<file path="src/rtl/frame_update_scheduler.sv">
// frame_update_scheduler
// Sequences per-frame game-state updates into vertical blanking. Each frame
// start (first vblank line) latches the client enable mask, then serves the
// enabled clients one at a time, in ascending index order, with a req/ack
// handshake. Clients that do not answer within TIMEOUT cycles are abandoned
// and flagged. The late and overrun pulses report a sequence that spilled
// into the visible area or into the next frame.

module frame_update_scheduler #(
  parameter int V_VISIBLE = 480,
  parameter int N_CLIENTS = 3,
  parameter int TIMEOUT   = 1024
) (
  input  logic                 CLK,
  input  logic                 reset,
  input  logic [10:0]          vcounter,
  input  logic [N_CLIENTS-1:0] enable,
  input  logic [N_CLIENTS-1:0] ack,
  output logic [N_CLIENTS-1:0] req,
  output logic                 busy,
  output logic                 frame_tick,
  output logic [N_CLIENTS-1:0] timeout_flags,
  output logic                 late,
  output logic                 overrun,
  output logic [15:0]          frame_cnt
);

  // idx carries one extra bit so that idx == N_CLIENTS ends the sequence.
  localparam int IDX_W = $clog2(N_CLIENTS) + 1;
  localparam int TMR_W = (TIMEOUT > 1) ? $clog2(TIMEOUT) : 1;

  localparam logic [TMR_W-1:0] TMR_LAST = TMR_W'(TIMEOUT - 1);
  localparam logic [10:0]      VB_START = 11'(V_VISIBLE);
  localparam logic [IDX_W-1:0] IDX_ONE  = IDX_W'(1);

  typedef enum logic [1:0] {
    IDLE,
    SELECT,
    REQ
  } state_t;

  // Registered state
  state_t                 state;
  logic [IDX_W-1:0]       idx;
  logic [N_CLIENTS-1:0]   en_q;
  logic [TMR_W-1:0]       timer;
  logic                   vb_q;

  // Next-state values from the FSM process
  state_t                 state_n;
  logic [IDX_W-1:0]       idx_n;
  logic [N_CLIENTS-1:0]   en_q_n;
  logic [TMR_W-1:0]       timer_n;
  logic [N_CLIENTS-1:0]   req_n;
  logic                   busy_n;
  logic [N_CLIENTS-1:0]   flags_n;
  logic                   overrun_n;
  logic [15:0]            frame_cnt_n;

  // Helpers
  logic                   vb;
  logic                   sel_found;
  logic [IDX_W-1:0]       sel_idx;
  logic [N_CLIENTS-1:0]   sel_onehot;
  logic [N_CLIENTS-1:0]   idx_onehot;
  logic                   ack_sel;

  assign vb = (vcounter >= VB_START);

  // Find the lowest enabled client at or above idx, and one-hot decode idx.
  // NOTE: every always_comb output gets a default before any branch, otherwise
  // a path that skips the assignment infers a latch.
  always_comb begin
    sel_found  = 1'b0;
    sel_idx    = '0;
    sel_onehot = '0;
    idx_onehot = '0;
    for (int k = N_CLIENTS - 1; k >= 0; k--) begin
      if (en_q[k] && (IDX_W'(k) >= idx)) begin
        sel_found = 1'b1;
        sel_idx   = IDX_W'(k);
      end
    end
    for (int i = 0; i < N_CLIENTS; i++) begin
      sel_onehot[i] = (sel_idx == IDX_W'(i));
      idx_onehot[i] = (idx == IDX_W'(i));
    end
  end

  // Only the acknowledge of the client currently being served matters.
  assign ack_sel = |(ack & idx_onehot);

  // Next-state and next-output logic of the sequencing FSM.
  always_comb begin
    state_n     = state;
    idx_n       = idx;
    en_q_n      = en_q;
    timer_n     = timer;
    req_n       = req;
    busy_n      = busy;
    flags_n     = timeout_flags;
    frame_cnt_n = frame_cnt;
    overrun_n   = 1'b0;

    // A frame start while a sequence is still running is reported and dropped.
    if (frame_tick && (state != IDLE)) begin
      overrun_n = 1'b1;
    end

    case (state)
      IDLE: begin
        if (frame_tick) begin
          state_n     = SELECT;
          en_q_n      = enable;
          idx_n       = '0;
          flags_n     = '0;
          frame_cnt_n = frame_cnt + 16'd1;
          busy_n      = 1'b1;
        end
      end

      SELECT: begin
        if (sel_found) begin
          state_n = REQ;
          idx_n   = sel_idx;
          timer_n = '0;
          req_n   = sel_onehot;
        end else begin
          state_n = IDLE;
          busy_n  = 1'b0;
        end
      end

      REQ: begin
        // Ack wins over a timeout expiring on the same cycle.
        if (ack_sel) begin
          state_n = SELECT;
          req_n   = '0;
          idx_n   = idx + IDX_ONE;
        end else if (timer == TMR_LAST) begin
          state_n = SELECT;
          req_n   = '0;
          idx_n   = idx + IDX_ONE;
          flags_n = timeout_flags | idx_onehot;
        end else begin
          timer_n = timer + TMR_W'(1);
        end
      end

      default: begin
        state_n = IDLE;
      end
    endcase
  end

  // State register, vblank edge detection and registered outputs.
  // NOTE: sequential state uses non-blocking assignments so every register
  // samples the pre-edge values regardless of statement order.
  always_ff @(posedge CLK) begin
    if (reset) begin
      state         <= IDLE;
      idx           <= '0;
      en_q          <= '0;
      timer         <= '0;
      // Starting at 1 suppresses a tick when reset releases inside vblank.
      vb_q          <= 1'b1;
      req           <= '0;
      busy          <= 1'b0;
      frame_tick    <= 1'b0;
      timeout_flags <= '0;
      late          <= 1'b0;
      overrun       <= 1'b0;
      frame_cnt     <= '0;
    end else begin
      vb_q          <= vb;
      frame_tick    <= vb & ~vb_q;
      late          <= ~vb & vb_q & busy;
      state         <= state_n;
      idx           <= idx_n;
      en_q          <= en_q_n;
      timer         <= timer_n;
      req           <= req_n;
      busy          <= busy_n;
      timeout_flags <= flags_n;
      overrun       <= overrun_n;
      frame_cnt     <= frame_cnt_n;
    end
  end

endmodule
</file>
<file path="config.mk">
export PLATFORM = sky130hd
export DESIGN_NAME = frame_update_scheduler
export DESIGN_NICKNAME = d
export VERILOG_FILES = /design/src/rtl/frame_update_scheduler.sv
export SDC_FILE = /design/constraint.sdc
export NUM_CORES = 1
export LEC_CHECK = 0
export CAP_MARGIN = 5
export CORE_AREA = 2 2 78 80
export DETAILED_ROUTE_END_ITERATION = 8
export DIE_AREA = 0 0 80 82
export SKIP_LAST_GASP = 1
export SLEW_MARGIN = 10
export SYNTH_ARGS = -nofsm -noshare
export SYNTH_HDL_FRONTEND = slang
export SYNTH_SLANG_ARGS = --single-unit
export TNS_END_PERCENT = 100
</file>
<file path="constraint.sdc">
create_clock -name CLK -period 4.2 [get_ports CLK]
set_input_delay 0.84 -clock CLK [delete_from_list [all_inputs] [get_ports CLK]]
set_output_delay 0.84 -clock CLK [all_outputs]
set_load 0.02 [all_outputs]
</file>
Word level (Yosys, flattened, before mapping):

Index checks and enable logic that the tools add are counted.

* register bits after elaboration: 45
* input port bits: 19
* output and inout bits: 26
* word-level logic and storage cells: 91

* reductions and logical operators: 20
* $lt $le $gt $ge: 4
* muxes and demuxes: 31
* bitwise logic cells: 7
* $add $sub $neg: 3
* equality and inequality tests: 14

Operators by type and width (count)
* $mux W3: 11
* $mux W10: 3
* $pmux W10 S2: 1
* $add A16 B1 Y16 const B: 1
* $ne A2 B2 Y1 const B: 6
* $pmux W3 S2: 2
* $reduce_and A4 Y1: 3
* $ge A11 B9 Y1 const B: 1
* $add A10 B1 Y10 const B: 1
* $eq A10 B10 Y1 const B: 1
* $mux W2: 5
* $pmux W3 S3: 1
* $reduce_bool A2 Y1: 4
* $eq A3 B1 Y1 const B: 2
* $eq A3 B2 Y1 const B: 2
* $ge A1 B3 Y1 const A: 2
* $logic_not A3 Y1: 2
* $mux W1: 6
* $pmux W2 S3: 1
* $reduce_and A3 Y1: 2
* $logic_and A1 B1 Y1: 4
* $reduce_and A2 Y1: 2
* $add A3 B1 Y3 const B: 1
* $and A1 B1 Y1: 3
* other kinds (11): 12

Longest topological paths before layout:

* depth after elaboration: 8
* mapped depth: 8
* gate-level depth less buffers: 7

Worst setup path before layout:

Ideal clock, no wire load.

* path kind: reg2reg
* start: register idx[0]
* end: register idx[1]
* path buffers: 0
* arrival: 1971 ps
* slack: 2108 ps
* library setup time: 121 ps
* period minus slack after synthesis: 2092 ps
* cell stages (with the launch flop): 8
* data required time: 4079 ps
* path through: dfxtp_1 -> inv_1 -> ha_1 -> o21bai_2 -> a221o_2 -> a21bo_1 -> nand3b_2 -> mux2_2

* longest elaborated chain between the ends: 7
* elaborated cells on any way between the ends: 25
* classes of those cells: 1 x add/sub; 3 x order compare; 4 x eq/ne; 10 x mux; 1 x bitwise; 6 x reduce/logical

Ends and longest elaborated chain
* start: declaration: line 44 `logic [IDX_W-1:0] idx;`
* start signal: assignment: line 179 `idx <= idx_n;`
* $ge A2 B3 Y1: line 79 `if (en_q[k] && (IDX_W'(k) >= idx)) begin`
* $logic_and A1 B1 Y1: line 79
* $mux W2 / $mux W1 (equally long branches): line 79
* $mux W3 / $mux W1 (equally long branches) (2 in a row): line 79
* $mux W3 / $ne A2 B2 Y1 (equally long branches)
* $pmux W3 S3 / $reduce_and A4 Y1 (equally long branches)

Several ways; a longest one is shown, not always the timed one. The select of a mux whose other input is x is not followed.
A chain may end at the register's enable or synchronous reset.

Worst setup path in the final report:

* start: input ack[0]
* end: register timer[0]

* longest elaborated chain between the ends: 4

Ends and longest elaborated chain
* start: declaration: line 18 `input logic [N_CLIENTS-1:0] ack,`
* $and A3 B3 Y3: line 91 `assign ack_sel = |(ack & idx_onehot);`
* $reduce_or A3 Y1: line 91
* $ne A2 B2 Y1 (no source line)
* $reduce_and A4 Y1 (no source line)
* end signal: assignment: line 181 `timer <= timer_n;`
* end: declaration: line 46 `logic [TMR_W-1:0] timer;`

Every way passes these cells.

==> impl_metrics.yaml <==
drt:
  detail_route.vias_per_cell: 5.10
  ant_nets: 0
  first_pass_iters: 4
  drtIter0Drc: 83
  drc: 0
  vias: 1911
  routed_wl_um: 4870
  routedWlPerCell_um: 13.0
final_layout:
  syn_to_final_growth_pct: 26.0
  area.sequential_um2: 901
  layout.nets: 327
  num-fill-cells: 574
  final_cell_mix: "dfxtp_1 (45), clkdlybuf4s50_1 (39), nand2_1 (32)"
  drive_gt1_share_pct: 7.00
  final_core_util_pct: 48.6
  multiInputGateArea_mm2: 0.00122
  diodes: 0
  layout_commonest_cell: "dfxtp_1"
clocking:
  cts_root_buffer: "clkbuf_8"
  htree_levels: 2
  clk_path_buf_depth: 2
  ctsResizeCount: 0
  cts_tree: "built"
  cts.sinks: 45
  cts_setup_buffers: 0
  cts.clk_slew.worst_paths_ns: 0.09
  cts_hold_buffers: 0
  numCtsBuffers: 5
  insertion_delay_ns: 0.30
placement:
  hpwl_um: 3500
  portBuffers: 39
  gp_congestion: 0.835
logic_synthesis:
  synthCells: 259
  ys_types: 51
  synth_top_cell_area_share_pct: 40.6
  syn_area_mm2: 0.00222
  synth_top_area_cell: "dfxtp_1"
  synth_nets: 287
  synth_area_per_cell_um2: 8.56
  async_flop_share_pct: 0
  ys.flop_type: "dfxtp_1"
  yosysWarnings: 0
  synth-seq-cells: 45
  synth_edf_count: 0
  seq_area_frac_synth_pct: 40.6
  synthTopCellsByArea: "dfxtp_1 (41%), nand2_1 (5.4%), ha_1 (5.1%), a21oi_1 (4.5%), nor2_1 (3.9%)"
sta:
  period_share_pct: 62.1
  max_slew_margin_pct: 51.7
  setup_viol: 0
  fin_crit_ns: 2.61
  worstMarginPinSlew_ns: 0.714
  hold_violations: 0
  slew_viol_final: 0
  finClkSkew_ns: 0.00986
  rsz0062_at_grt: "false"
  max_freq_mhz: 384
  fin_tns_setup_ns: 0
status:
  outcome: "finished clean"
pwr:
  p_int_uw: 641
  switching_share_pct: 23.6
  clockPowerShare_pct: 39.4
  comb_power_share_pct: 8.8
  leakagePower_uw: 0.000956
  seq_power_share_pct: 51.7
  peakVddDrop_uv: 171
  p_sw_uw: 198
  p_per_area_mw_per_mm2: 300
critical_path:
  endpoint_kind: "flip-flop"
  cp_max_fo: 10
  crit_required_ns: 4.35
  arrival_ns: 2.76
  path_class: "input pin to flip-flop"
  start_kind: "input pin"
die:
  initial_core_util_pct: 38.6
  die_x_um: 80
  rows: 28
  die_h_um: 82
  dieArea_mm2: 0.00656
  io_pins: 45
  core_area_mm2: 0.00575
grt:
  grt_pass1_wl_um: 8290
  grt-ovfl-total: 0
  grt_pass1_vias: 1816
  grt_max_degree: 27
  antenna_found_initial: 0
  track_usage_pct: 15.6
min_path:
  hold_class: "flip-flop to flip-flop"
job:
  maxCapViolations: 0
final cells by class:
cell class | instances | area share [%]
inverters | 15 | 2.02
well taps | 75 | 3.36
clock inverters | 3 | 1.66
clock buffers | 5 | 2.46
repair buffers | 41 | 14.5
flip-flops and latches | 45 | 32.3
multi-input cells | 191 | 43.7
worst max-delay path: stages:
cell and delay (ns):
clkdlybuf4s50_1 0.40, a22oi_1 0.19, a21oi_1 0.19, nor2_2 0.39, a2bb2oi_1 0.59, mux2i_1 0.16
routing by layer:
metal	part of all wire, %	vias up	GRT usage [%]
met4	0.55	0	3.22
met5	0	-	0
met2	46	45	25.3
li1	-	1001	-
met1	49	862	21.6
met3	3.6	3	3.30
Yosys cell counts (2+ instances only):
master and count:
a41oi_1 6, a31oi_1 5, nand2_1 32, mux2i_1 4, xor2_1 3, o2bb2ai_1 2, nand3b_1 2, a21oi_1 20
mux2_2 2, o21bai_1 2, nand4_1 4, and3_1 5, nor2b_1 3, or3_1 6, inv_1 15, a22o_1 3
nor2_1 23, dfxtp_1 45, nand3_1 9, ha_1 9, o21ai_0 10, nor3_1 7, clkbuf_1 5, xnor2_1 8
o21a_1 3
power groups by stage:
stage	combinational, µW	clock [µW]	sequential (µW)
after floorplan	48.7	0	445
after global placement	73.8	0	444
after detailed placement	74.1	0	444
after CTS	74.6	338	434
after global routing	79.9	356	435
final	74.0	331	434
flip-flops by register name (all words and copies together) (netlist names), 2 cells and up:
register,flops
en_q,3
req,3
state,2
timeout_flags,3
frame_cnt,16
timer,10
idx,3
path summary, 6_finish.rpt:
| kind | cells past startpoint | from | slack, ns | end |
|---|---|---|---|---|
| max | 6 | ack[0] | 1.59 | timer[0] |
| min | 1 | vb_q | 0.44 | frame_tick |
| max reg2reg | 7 | idx[0] | 1.70 | timer[0] |
| min reg2reg | 1 | vb_q | 0.44 | frame_tick |
metrics by stage:
step / total power [µW] / instance area (µm²) / std cells / worst slack, ns / hold slack, ns
after floorplan: 494 / 2220 / 259 / 2.11 / 0.400
after global placement: 518 / 2680 / 367 / 1.24 / 0.405
after detailed placement: 518 / 2680 / 367 / 1.23 / 0.431
after CTS: 847 / 2790 / 375 / 1.55 / 0.446
after global routing: 871 / 2790 / 375 / 1.43 / 0.472
final: 839 / 2790 / 375 / 1.59 / 0.443
logic make-up (layout without fill, tap and decap cells):
family,after synthesis,count (layout),share of synthesized area [%]
AO/OA/AOI/OAI,63,63,19.5
adder cells (fa/ha/maj),9,9,5.08
AND/OR/NAND/NOR,102,102,23.3
multiplexers,6,6,2.82
XOR/XNOR,11,11,4.35
flip-flops,45,45,40.6
buffers and inverters,23,64,4.29
Power figures use the tool's default switching activity.
